--- config.mk ---
export PLATFORM = sky130hd
export DESIGN_NAME = prg_saver
export DESIGN_NICKNAME = d
export VERILOG_FILES = /design/src/rtl/pet_pkg.sv /design/src/rtl/prg_saver.sv
export SDC_FILE = /design/constraint.sdc
export NUM_CORES = 1
export LEC_CHECK = 0
export BUFFER_PORTS_ARGS = -buffer_cell sky130_fd_sc_hd__buf_2
export CORE_ASPECT_RATIO = 1.1
export CORE_MARGIN = 2
export CORE_UTILIZATION = 66
export CTS_BUF_LIST = sky130_fd_sc_hd__clkbuf_2 sky130_fd_sc_hd__clkbuf_4 sky130_fd_sc_hd__clkbuf_8
export DETAILED_ROUTE_END_ITERATION = 8
export PLACE_DENSITY = 0.86
export SETUP_SLACK_MARGIN = 0.3
export SYNTH_ARGS = -nofsm -noshare
export SYNTH_HDL_FRONTEND = slang
export SYNTH_SLANG_ARGS = --single-unit
--- constraint.sdc ---
create_clock -name clk -period 6.9 [get_ports clk]
set_clock_uncertainty 0.1 [all_clocks]
set_input_delay 0.345 -clock clk [delete_from_list [all_inputs] [get_ports clk]]
set_output_delay 0.345 -clock clk [all_outputs]
set_load 0.02 [all_outputs]
--- src/rtl/pet_pkg.sv ---
// Shared PET-side types and constants for the PRG save path.
package pet_pkg;

   localparam int unsigned PET_ADDR_W  = 16;
   localparam int unsigned PET_DATA_W  = 8;
   localparam int unsigned FILE_ADDR_W = 25;

   localparam logic [PET_ADDR_W-1:0] TXTTAB_ADDR = 16'h0028;
   localparam logic [PET_ADDR_W-1:0] PET_RAM_TOP = 16'h8000;

   typedef enum logic [3:0] {
      IDLE  = 4'd0,
      PTR   = 4'd1,
      CHECK = 4'd2,
      HDR0  = 4'd3,
      HDR1  = 4'd4,
      RD    = 4'd5,
      CAP   = 4'd6,
      SEND  = 4'd7,
      DONE  = 4'd8
   } prg_state_t;

   // BASIC text pointers, laid out so byte k of the pointer block is bits [8k +: 8]
   typedef struct packed {
      logic [PET_ADDR_W-1:0] e_ptr;
      logic [PET_ADDR_W-1:0] s_ptr;
   } prg_ptrs_t;

   function automatic logic prg_range_bad(input prg_ptrs_t p, input logic [PET_ADDR_W-1:0] top);
      return (p.e_ptr < p.s_ptr) || (p.e_ptr > top);
   endfunction

endpackage

--- src/rtl/prg_saver.sv ---
// Streams the BASIC program region of PET RAM out as a PRG file
// (2-byte little-endian load address followed by the program bytes).
module prg_saver
   import pet_pkg::*;
#(
   parameter logic [PET_ADDR_W-1:0] PTR_BASE = TXTTAB_ADDR,
   parameter logic [PET_ADDR_W-1:0] RAM_TOP  = PET_RAM_TOP
) (
   input  logic                   clk,
   input  logic                   reset_n,
   input  logic                   start,
   input  logic                   abort,
   output logic [PET_ADDR_W-1:0]  mem_addr,
   output logic                   mem_rd,
   input  logic [PET_DATA_W-1:0]  mem_data,
   output logic [PET_DATA_W-1:0]  out_data,
   output logic                   out_valid,
   input  logic                   out_ready,
   output logic                   out_last,
   output logic [FILE_ADDR_W-1:0] out_addr,
   output logic                   busy,
   output logic                   done,
   output logic                   err
);

   localparam int unsigned PTR_CNT_W = 3;

   prg_state_t             state_q, state_d;
   logic [PTR_CNT_W-1:0]   cnt_q, cnt_d;
   prg_ptrs_t              ptrs_q, ptrs_d;
   logic [PET_ADDR_W-1:0]  cur_q, cur_d;

   logic [PET_ADDR_W-1:0]  mem_addr_d;
   logic                   mem_rd_d;
   logic [PET_DATA_W-1:0]  out_data_d;
   logic                   out_valid_d;
   logic                   out_last_d;
   logic [FILE_ADDR_W-1:0] out_addr_d;
   logic                   busy_d;
   logic                   done_d;
   logic                   err_d;

   logic                   xfer_c;
   logic                   range_bad_c;
   logic                   empty_c;

   // Abort wins over a simultaneous handshake, so the byte is not consumed
   assign xfer_c      = out_valid & out_ready & ~abort;
   assign range_bad_c = prg_range_bad(ptrs_q, RAM_TOP);
   assign empty_c     = (ptrs_q.e_ptr == ptrs_q.s_ptr);

   always_ff @(posedge clk or negedge reset_n) begin
      if (!reset_n) begin
         state_q <= IDLE;
      end else begin
         state_q <= state_d;
      end
   end

   always_comb begin
      state_d = state_q;
      case (state_q)
         IDLE:    if (start) state_d = PTR;
         PTR:     if (cnt_q == PTR_CNT_W'(7)) state_d = CHECK;
         CHECK:   state_d = range_bad_c ? DONE : HDR0;
         HDR0:    if (xfer_c) state_d = HDR1;
         HDR1:    if (xfer_c) state_d = empty_c ? DONE : RD;
         RD:      state_d = CAP;
         CAP:     state_d = SEND;
         SEND:    if (xfer_c) state_d = out_last ? DONE : RD;
         DONE:    state_d = IDLE;
         default: state_d = IDLE;
      endcase
      if (abort) state_d = IDLE;
   end

   // Next values of datapath and registered outputs, keyed on current and next state
   always_comb begin
      cnt_d       = cnt_q;
      ptrs_d      = ptrs_q;
      cur_d       = cur_q;
      mem_addr_d  = mem_addr;
      mem_rd_d    = 1'b0;
      out_data_d  = out_data;
      out_last_d  = out_last;
      out_addr_d  = out_addr;
      err_d       = err;
      out_valid_d = (state_d == HDR0) || (state_d == HDR1) || (state_d == SEND);
      busy_d      = (state_d != IDLE) && (state_d != DONE);
      done_d      = (state_d == DONE);

      case (state_q)
         IDLE: begin
            if (state_d == PTR) begin
               cnt_d = '0;
               err_d = 1'b0;
            end
         end
         PTR: begin
            cnt_d = cnt_q + PTR_CNT_W'(1);
            // Odd cycles carry the data for the read issued on the previous cycle
            if (cnt_q[0]) ptrs_d[{cnt_q[2:1], 3'b000} +: PET_DATA_W] = mem_data;
         end
         CHECK: begin
            if (state_d == DONE) err_d = 1'b1;
            if (state_d == HDR0) cur_d = ptrs_q.s_ptr;
         end
         SEND: begin
            if (xfer_c) cur_d = cur_q + PET_ADDR_W'(1);
         end
         default: ;
      endcase

      if (xfer_c) out_addr_d = out_addr + FILE_ADDR_W'(1);

      case (state_d)
         PTR: begin
            if (!cnt_d[0]) begin
               mem_rd_d   = 1'b1;
               mem_addr_d = PTR_BASE + PET_ADDR_W'(cnt_d[2:1]);
            end
         end
         HDR0: begin
            if (state_q != HDR0) begin
               out_data_d = ptrs_q.s_ptr[7:0];
               out_last_d = 1'b0;
               out_addr_d = '0;
            end
         end
         HDR1: begin
            if (state_q != HDR1) begin
               out_data_d = ptrs_q.s_ptr[15:8];
               out_last_d = empty_c;
            end
         end
         RD: begin
            mem_rd_d   = 1'b1;
            mem_addr_d = cur_d;
         end
         SEND: begin
            if (state_q == CAP) begin
               out_data_d = mem_data;
               out_last_d = ((cur_q + PET_ADDR_W'(1)) == ptrs_q.e_ptr);
            end
         end
         default: ;
      endcase
   end

   always_ff @(posedge clk or negedge reset_n) begin
      if (!reset_n) begin
         cnt_q     <= '0;
         ptrs_q    <= '0;
         cur_q     <= '0;
         mem_addr  <= '0;
         mem_rd    <= 1'b0;
         out_data  <= '0;
         out_valid <= 1'b0;
         out_last  <= 1'b0;
         out_addr  <= '0;
         busy      <= 1'b0;
         done      <= 1'b0;
         err       <= 1'b0;
      end else begin
         cnt_q     <= cnt_d;
         ptrs_q    <= ptrs_d;
         cur_q     <= cur_d;
         mem_addr  <= mem_addr_d;
         mem_rd    <= mem_rd_d;
         out_data  <= out_data_d;
         out_valid <= out_valid_d;
         out_last  <= out_last_d;
         out_addr  <= out_addr_d;
         busy      <= busy_d;
         done      <= done_d;
         err       <= err_d;
      end
   end

endmodule

==> results of run 1 <==
[final cells by class]
class / count / area (um2)
clock buffers: 10 / 131.4
clock inverters: 6 / 133.9
fillers: 713 / 2367
inverters: 33 / 123.9
multi-input cells: 522 / 3364
flip-flops and latches: 110 / 2753
well taps: 117 / 146.4
repair buffers: 72 / 377.9
[layer usage]
metal / GRT usage, % / vias to the layer above
met3: 5.476 / 53
met5: 0 / -
met1: 45.53 / 2736
met2: 56.75 / 280
met4: 18.25 / 0
li1: - / 2576
[critical path, cell delays in order, from the launching register on]
cell     delay, ns
dfrtp_1       0.52
nor2_1        0.33
nand3_1       0.64
a21oi_1       0.49
o31ai_4       0.15
a31oi_1       0.36
and4_1        0.89
o31a_1        0.63
mux2_4        0.35
[worst min-delay path by stage]
stage	start	endpoint	cells past startpoint
5_1_grt	mem_data[7]	ptrs_q[23]	3
6_report	mem_data[6]	ptrs_q[14]	3
4_1_cts	mem_data[6]	ptrs_q[14]	3
3_5_place_dp	reset_n	out_addr[2]	1
3_3_place_gp	reset_n	out_addr[2]	1
2_1_floorplan	reset_n	busy	0
[cells by family (layout without fill, tap and decap cells)]
group                    count (synthesis)  in the layout
flip-flops                             110            110
buffers and inverters                   63            121
AND/OR/NAND/NOR                        273            273
XOR/XNOR                                44             44
AO/OA/AOI/OAI                          160            160
multiplexers                            20             20
adder cells (fa/ha/maj)                 25             25
[synthesized netlist by cell type (3+ instances only)]
library cell	number	share of area, %
a21o_1	5	0.59
a21oi_1	22	1.7
a221o_1	8	1.3
a22o_1	10	1.4
a31oi_1	5	0.49
and3_1	15	1.5
and4_1	3	0.41
buf_2	6	0.47
clkbuf_1	20	1.2
dfrtp_1	110	43
ha_1	25	4.9
inv_1	30	1.8
inv_2	3	0.18
mux2_4	8	1.9
mux2i_1	12	1.9
nand2_1	100	5.9
nand3_1	24	1.9
nand4_1	14	1.4
nor2_1	60	3.5
nor3_1	18	1.4
nor3b_1	4	0.47
nor4_1	9	0.88
o211ai_1	4	0.47
o21ai_0	59	4.6
o21bai_1	7	0.82
o22ai_1	3	0.29
o311ai_0	3	0.41
o31a_1	4	0.55
or3_1	6	0.59
xnor2_1	21	2.9
xor2_1	23	3.2
[sequential cells by signal, indices dropped and copies added, names as in the netlist, 3 cells and up]
| register | cells |
|---|---|
| cnt_q | 3 |
| cur_q | 16 |
| mem_addr | 16 |
| out_addr | 25 |
| out_data | 8 |
| ptrs_q | 32 |
| state_q | 4 |
[stage by stage]
stage               setup slack (ns)  hold slack [ns]
global route                   2.036           0.1509
CTS                            2.440           0.1223
global placement               2.699           0.2761
detailed placement             2.511           0.2795
finish                         2.313           0.1333
floorplan                      3.866         -0.05059
[where the power goes]
part           internal (mW)  switching (mW)  leakage (nW)
sequential             0.751           0.181          1.41
combinational          0.251           0.363          1.68
clock                  0.282           0.223         0.134
total                   1.28           0.767          3.22
==> impl_metrics.tcl, run 1 <==
set metrics [dict create \
    cellPowerDensity_nw_per_um2 291.7 \
    die_area_um2 10460 \
    synth_top_family_by_area "simple AND/OR/NAND/NOR gates" \
    top_layer_used "met4" \
    htreeDepth 3 \
    rsz0062_at_grt "false" \
    grt_overflow 0 \
    synth.avg_cell_area_um2 9.171 \
    fin_cells 870 \
    reg2reg_to "out_data[4]" \
    clock_path_buffers 2 \
    hold_viol 0 \
    synthArstFlopShare_pct 100.0 \
    postRouteWirelength_mm 17.32 \
    synth_nets 733 \
    drive_above_1_share_pct 15.14 \
    synth_cells 695 \
    clk_pin_slew_ns 0.10 \
    grt_pass1_wl_mm 28.48 \
    cts_buffers 9 \
    die_x_um 97.70 \
    drt_pass1_iterations 5 \
    start_kind "flop" \
    area_growth_pct 10.31 \
    ys_seq_elements 110 \
    power.leakage_nw 3.217 \
    num_io_pins 68 \
    reg2reg_setup_slack_ns 2.31 \
    ctsResizeCount 0 \
    syn_area_um2 6374 \
    wire_per_inst_um 19.90 \
    critPathLaunch "state_q[2]" \
    antenna_found_initial 0 \
    drc_errors 0 \
    grt_pass1_vias 5585 \
    synthFlopType "dfrtp_1" \
    synthSimpleGateAreaFrac_pct 20.65 \
    die_h_um 107.1 \
    wl_met1_mm 7.012 \
    slew_violations 0 \
    synthAdderAreaFrac_pct 4.908 \
    cp.required_ns 7.08 \
    worstRegToRegCells 8 \
    hold_class "primary input to flop" \
    most-common-layout-cells "110 x dfrtp_1, 100 x nand2_1, 66 x buf_2" \
    grt_usage_pct 34.92 \
    cp.arrival_ns 4.76 \
    num_vias 5645 \
    wl_met2_mm 8.335 \
    final_util_pct 74.81 \
    drtIter0Drc 492 \
    initial_core_util_pct 67.82 \
    clk_latency_ns 0.39 \
    final_common_cell "dfrtp_1" \
    n_antenna_cell 0 \
    gp_congestion 1.008 \
    critical_path_class "flop to flop" \
    root_buffer "clkbuf_8" \
    tns_ns 0 \
    grt_max_degree 65 \
    cts_setup_buffers 0 \
    synth-edff-count 0 \
    avgViaCountPerCell 6.489 \
    worstMarginPinSlew_ns 1.189 \
    max_slew_margin_pct 20.04 \
    period_minus_slack_ns 4.587 \
    power.total_mw 2.051 \
    ys_seq_area_share_pct 43.19 \
    synth.area.mux_share_pct 3.769 \
    tritoncts "yes" \
    place_hpwl_mm 12.94 \
    worstReg2RegStart "state_q[2]" \
    setup_violations 0 \
    final_nets 786 \
    fmax_ghz 0.2180 \
    clock-sinks 110 \
    port_buffers 67 \
    core.rowCount 37 \
    yosysWarningCount 0 \
    worstPathMaxFanout 16 \
    setup.worst_path.end "out_data[4]" \
    final_area_um2 7030 \
    ctsHoldBuffers 1 \
    dp_cells 853 \
    wl_met3_mm 1.262 \
    dpl-instance-area_um2 6755 \
    synthXorXnorAreaFrac_pct 6.046 \
    end_kind "flop" \
    cap_viol_max_count 0 \
    ant_nets 0 \
    ir_drop_mv 0.2182 \
    yosysUniqueCellTypes 70 \
    synth_compound_area_share_pct 17.31 \
    min_period_over_period_pct 66.48 \
    status "complete, no violations" \
    fp.coreArea_um2 9398 \
]
Note: power is estimated with default switching activity, not from simulation.
==> inputs of run 2 (changes only) <==
--- a/config.mk
+++ b/config.mk
@@ -8,10 +8,10 @@
 export BUFFER_PORTS_ARGS = -buffer_cell sky130_fd_sc_hd__buf_2
 export CORE_ASPECT_RATIO = 1.1
 export CORE_MARGIN = 2
-export CORE_UTILIZATION = 66
+export CORE_UTILIZATION = 61
 export CTS_BUF_LIST = sky130_fd_sc_hd__clkbuf_2 sky130_fd_sc_hd__clkbuf_4 sky130_fd_sc_hd__clkbuf_8
 export DETAILED_ROUTE_END_ITERATION = 8
-export PLACE_DENSITY = 0.86
+export PLACE_DENSITY = 0.8
 export SETUP_SLACK_MARGIN = 0.3
 export SYNTH_ARGS = -nofsm -noshare
 export SYNTH_HDL_FRONTEND = slang
==> constraint.sdc (replaced) <==
create_clock -name clk -period 4.64 [get_ports clk]
set_clock_uncertainty 0.1 [all_clocks]
set_input_delay 0.232 -clock clk [delete_from_list [all_inputs] [get_ports clk]]
set_output_delay 0.232 -clock clk [all_outputs]
set_load 0.02 [all_outputs]
==> run 2 against run 1 <==
  * Flip-flop and latch count unchanged
  * Die area increased by 7.9%
  * Wire length decreased by 1.5%
  * Via count fell by 1.6%
  * Count of clock-buffer cells in the layout increased by 1
  * Power increased by 37%
  * Setup slack got worse by 1.4 ns
  * Combinational power is 49% higher
  * Critical path type unchanged
  * Highest routed layer unchanged
==> impl_metrics.tcl, run 2 (same netlist as run 1, synthesis figures left out) <==
set metrics [dict create \
    reg2reg_to "out_data[7]" \
    dpl-instance-area_um2 6818 \
    path_buf_inv 1 \
    most-common-layout-cells "110 x dfrtp_1, 100 x nand2_1, 66 x buf_2" \
    worstPathMaxFanout 19 \
    slew_violations 0 \
    final_nets 790 \
    root_buffer "clkbuf_8" \
    grt_pass1_wl_mm 27.42 \
    fill_cells 858 \
    holdPathEnd "ptrs_q[21]" \
    port_buffers 67 \
    drive_above_1_share_pct 15.59 \
    final_common_cell "dfrtp_1" \
    cellPowerDensity_nw_per_um2 401.0 \
    min_period_over_period_pct 81.34 \
    slowest_delay_ns 0.56 \
    largest_register_ffs 32 \
    cp_top_family "compound AO/OA/AOI/OAI gates" \
    hp-start "mem_data[5]" \
    multi_input_area_um2 3364 \
    die_h_um 111.2 \
    grt_usage_pct 31.62 \
    rsz0062_at_grt "false" \
    max_flop_register "ptrs_q" \
    die_x_um 101.5 \
    wire_per_inst_um 18.96 \
    regArea_um2 2753 \
    setup_violations 0 \
    drc_errors 0 \
    hold_class "primary input to flop" \
    avgViaCountPerCell 6.172 \
    slowest_stage "o31a_1" \
    start_kind "flop" \
    clock-sinks 110 \
    top_regs "ptrs_q: 32 flops, out_addr: 25 flops" \
    num_io_pins 68 \
    holdPathStages 3 \
    tritoncts "yes" \
    postRouteWirelength_mm 17.06 \
    gp_congestion 0.9790 \
    ir_drop_mv 0.3483 \
    grt_max_degree 65 \
    clk_latency_ns 0.38 \
    cts_buffers 9 \
    cp.arrival_ns 3.93 \
    end_kind "flop" \
    grt_pass1_vias 5210 \
    grt_overflow 0 \
    cp.required_ns 4.80 \
    core.rowCount 39 \
    fin_hold_ws_ns 0.03483 \
    clock_path_buffers 2 \
    path_cells "ha_1 > nand4_1 > nor4_2 > nor3b_1 > o22a_1 > a311oi_2 > buf_4 > a221oi_1 > o31a_1 > mux2_4" \
    critical_path_class "flop to flop" \
    htreeDepth 3 \
    drtIter0Drc 450 \
    area_growth_pct 9.914 \
    period_minus_slack_ns 3.774 \
    fmax_ghz 0.2650 \
    final_area_um2 7005 \
    worstRegToRegCells 10 \
    initial_core_util_pct 61.90 \
    drt_pass1_iterations 5 \
    num_vias 5555 \
    status "complete, no violations" \
    worstReg2RegStart "ptrs_q[23]" \
    place_hpwl_mm 12.84 \
    clk_pin_slew_ns 0.10 \
    antenna_found_initial 0 \
    n_antenna_cell 0 \
    die_area_um2 11280 \
    tns_ns 0 \
    cap_viol_max_count 0 \
    fp.coreArea_um2 10300 \
    power.leakage_nw 3.201 \
    max_slew_margin_pct 27.69 \
    worstMarginPinSlew_ns 1.082 \
    ant_nets 0 \
    reg2reg_setup_slack_ns 0.87 \
    hold_viol 0 \
]
run 2: worst register-to-register path, stage by stage (launching register included):
cell and delay (ns):
dfrtp_1 0.47, ha_1 0.36, nand4_1 0.20, nor4_2 0.47, nor3b_1 0.29, o22a_1 0.25, a311oi_2 0.07, buf_4 0.22
a221oi_1 0.32, o31a_1 0.56, mux2_4 0.35
run 2: metrics by stage:
stage	worst slack [ns]	util, %	cells	total power, mW
finish	0.8661	68.04	900	2.809
global route	0.6615	68.04	900	2.995
CTS	0.9068	68.04	900	2.812
detailed placement	0.9815	66.22	883	2.272
global placement	1.066	66.22	883	2.223
floorplan	1.606	-	695	1.950
run 2: per-layer routing:
metal	share of wire [%]	wire length (um)	track usage, %
met5	0	0	0
met2	49	8303	51.13
met3	6.0	1025	4.477
met1	42	7095	42.93
met4	3.7	638	12.07
run 2: how the worst max path moves through the flow:
stage / start / to / slack (ns) / cells past startpoint
after floorplan: ptrs_q[31] / out_data[1] / 1.61 / 11
after global placement: ptrs_q[23] / out_data[4] / 1.07 / 10
after detailed placement: ptrs_q[11] / out_data[5] / 0.98 / 11
after CTS: ptrs_q[23] / out_data[5] / 0.91 / 10
after global routing: ptrs_q[11] / out_data[7] / 0.66 / 11
final: ptrs_q[23] / out_data[7] / 0.87 / 10
run 2: where the power goes:
part / leakage (nW) / internal (mW) / switching [mW]
registers: 1.41 / 1.12 / 0.238
logic: 1.70 / 0.373 / 0.542
clock network: 0.0969 / 0.217 / 0.322
total: 3.20 / 1.71 / 1.10
run 2: final cells by class:
type / count / area share (%)
Sequential cell: 110 / 39.29
Multi-Input combinational cell: 522 / 48.03
Clock buffer: 11 / 2.072
Timing Repair Buffer: 76 / 5.822
Clock inverter: 5 / 0.4644
Tap cell: 143 / 2.554
Inverter: 33 / 1.768
run 2: what timing repair did:
item / in CTS / in global routing
buffers inserted: 0 / 0
hold endpoints to repair: 46 / 0
resized for setup: 0 / 0
hold buffers: 1 / 0
==> inputs of run 3 (changes only) <==
--- a/config.mk
+++ b/config.mk
@@ -8,10 +8,10 @@
 export BUFFER_PORTS_ARGS = -buffer_cell sky130_fd_sc_hd__buf_2
 export CORE_ASPECT_RATIO = 1.1
 export CORE_MARGIN = 2
-export CORE_UTILIZATION = 61
+export CORE_UTILIZATION = 55
 export CTS_BUF_LIST = sky130_fd_sc_hd__clkbuf_2 sky130_fd_sc_hd__clkbuf_4 sky130_fd_sc_hd__clkbuf_8
 export DETAILED_ROUTE_END_ITERATION = 8
-export PLACE_DENSITY = 0.8
+export PLACE_DENSITY = 0.76
 export SETUP_SLACK_MARGIN = 0.3
 export SYNTH_ARGS = -nofsm -noshare
 export SYNTH_HDL_FRONTEND = slang
==> constraint.sdc (replaced) <==
create_clock -name clk -period 3.1 [get_ports clk]
set_clock_uncertainty 0.1 [all_clocks]
set_input_delay 0.155 -clock clk [delete_from_list [all_inputs] [get_ports clk]]
set_output_delay 0.155 -clock clk [all_outputs]
set_load 0.02 [all_outputs]
==> run 3 against run 2 <==
  * The run now ends with negative setup slack left
  * Sequential power rose by 42%
  * First-iteration DRC count rose by 6.9%
  * Via count rose by 8.8%
  * Non-clock buffer count rose by 89
  * Largest cell class unchanged
==> impl_metrics.tcl, run 3 (same netlist as run 1, synthesis figures left out) <==
set metrics [dict create \
    largest_register_ffs 32 \
    root_buffer "clkbuf_8" \
    num_vias 6042 \
    fp.coreArea_um2 11390 \
    die_h_um 116.9 \
    grt_pass1_vias 5766 \
    grt_pass1_wl_mm 30.17 \
    start_kind "flop" \
    cts_buffers 9 \
    grt_usage_pct 31.45 \
    n_antenna_cell 0 \
    hp-start "abort" \
    worstMarginPinSlew_ns 0.8471 \
    wire_per_inst_um 19.24 \
    final_area_um2 8149 \
    setup_violations 23 \
    gp_congestion 0.9711 \
    critPathLaunch "ptrs_q[3]" \
    dpl-instance-area_um2 7261 \
    final_util_pct 71.56 \
    rsz0062_at_grt "true" \
    initial_core_util_pct 55.97 \
    die_area_um2 12470 \
    die_x_um 106.6 \
    final_common_cell "dfrtp_1" \
    slowest_stage "nor4_4" \
    postRouteWirelength_mm 19.18 \
    fmax_ghz 0.3081 \
    power.leakage_nw 3.710 \
    slowest_delay_ns 0.43 \
    max_slew_margin_pct 43.53 \
    hold_viol 0 \
    ir_drop_mv 0.6756 \
    violations "negative setup slack" \
    cp.arrival_ns 3.42 \
    clk_latency_ns 0.39 \
    path_cells "inv_1 > ha_1 > nand4_1 > nor4_4 > nor3b_4 > o22a_1 > a311oi_4 > buf_4 > buf_4 > a221o_1 > mux2_4" \
    antenna_found_initial 0 \
    place_hpwl_mm 13.33 \
    clk_pin_slew_ns 0.10 \
    dp_cells 942 \
    ant_nets 0 \
    cellPowerDensity_nw_per_um2 632.6 \
    port_buffers 67 \
    tritoncts "yes" \
    power.total_mw 5.155 \
    final_nets 880 \
    grt_overflow 0 \
    clock-sinks 110 \
    drive_above_1_share_pct 27.98 \
    setup_ws_ns -0.1455 \
    clock_path_buffers 2 \
    max_flop_register "ptrs_q" \
    area_growth_pct 27.86 \
    htreeDepth 3 \
    top_regs "ptrs_q: 32 flops, out_addr: 25 flops" \
    critical_path_class "flop to flop" \
    fin_cells 997 \
    grt_max_degree 65 \
    cp.required_ns 3.28 \
    worstPathMaxFanout 6 \
    end_kind "flop" \
    cap_viol_max_count 0 \
    most-common-layout-cells "107 x dfrtp_1, 100 x nand2_1, 81 x buf_4" \
    min_period_over_period_pct 104.7 \
    cp_top_family "simple AND/OR/NAND/NOR gates" \
    slew_violations 0 \
    period_minus_slack_ns 3.245 \
    core.rowCount 41 \
    drtIter0Drc 481 \
    hold_class "primary input to flop" \
    num_io_pins 68 \
    status "complete, but fails checks" \
    avgViaCountPerCell 6.060 \
    path_buf_inv 3 \
    drt_pass1_iterations 5 \
    cpMostUsedCell "buf_4" \
    worstReg2RegStart "ptrs_q[3]" \
    drc_errors 0 \
]
run 3: changes by cell type in the layout (fill, tap and decap cells not counted), moves of 3 or more:
cell,previous run,this run
dfrtp_2,0,3
dfrtp_1,110,107
o21ai_0,59,54
buf_4,9,81
ha_4,0,10
buf_12,0,3
dlygate4sd3_1,1,9
buf_6,0,5
o21ai_1,2,6
ha_1,25,15
run 3: cell type report:
cell class | instances | area, um2
multi-input combinational | 523 | 3681
fill | 870 | 3239
sequential | 110 | 2756
timing repair buffer | 165 | 1172
tap | 150 | 187.7
inverter | 33 | 128.9
clock buffer | 9 | 123.9
clock inverter | 7 | 98.84
run 3: worst min-delay path, stage by stage:
cell and delay, ns:
buf_2 0.09, or2_2 0.29, nor2_1 0.09
run 3: worst paths after layout:
check | to | slack [ns] | cells after the start
worst max register to register | out_data[7] | -0.15 | 11
worst min register to register | mem_addr[8] | 0.38 | 1
worst max-delay path | out_data[7] | -0.15 | 11
worst min-delay path | done | 0.17 | 3
max in group asynchronous | out_addr[13] | 1.86 | 3
min in group asynchronous | out_addr[5] | 0.31 | 2
run 3: metrics by stage:
step                      hold slack [ns]  worst slack (ns)  setup TNS, ns
after global routing               0.1788           -0.2242         -4.042
after global placement             0.1939           0.03447              0
after CTS                          0.1532           0.06477              0
final                              0.1670           -0.1455         -1.192
after detailed placement           0.2040          -0.03920        -0.2005
after floorplan                   -0.2406           0.09827              0
run 3: where the power goes:
group | leakage [nW] | switching (mW) | internal [mW] | total (mW)
Combinational | 2.20 | 1.21 | 1.06 | 2.27
Sequential | 1.40 | 0.240 | 1.68 | 1.92
Clock | 0.109 | 0.512 | 0.458 | 0.969
run 3: repair_timing:
item | in CTS | in global routing
gates resized for setup | 46 | 16
hold endpoints to repair | 95 | 0
pin swaps | 18 | 7
hold buffers | 9 | 0
cloned | 3 | 0
setup endpoints to repair | 39 | 44
setup buffers | 18 | 9
run 3: routing by layer:
layer / global-route usage, % / vias to the layer above / part of all wire [%]
li1: - / 2783 / -
met1: 39.23 / 2924 / 39
met2: 53.80 / 278 / 49
met3: 5.039 / 57 / 6.9
met4: 15.24 / 0 / 4.5
met5: 0 / - / 0
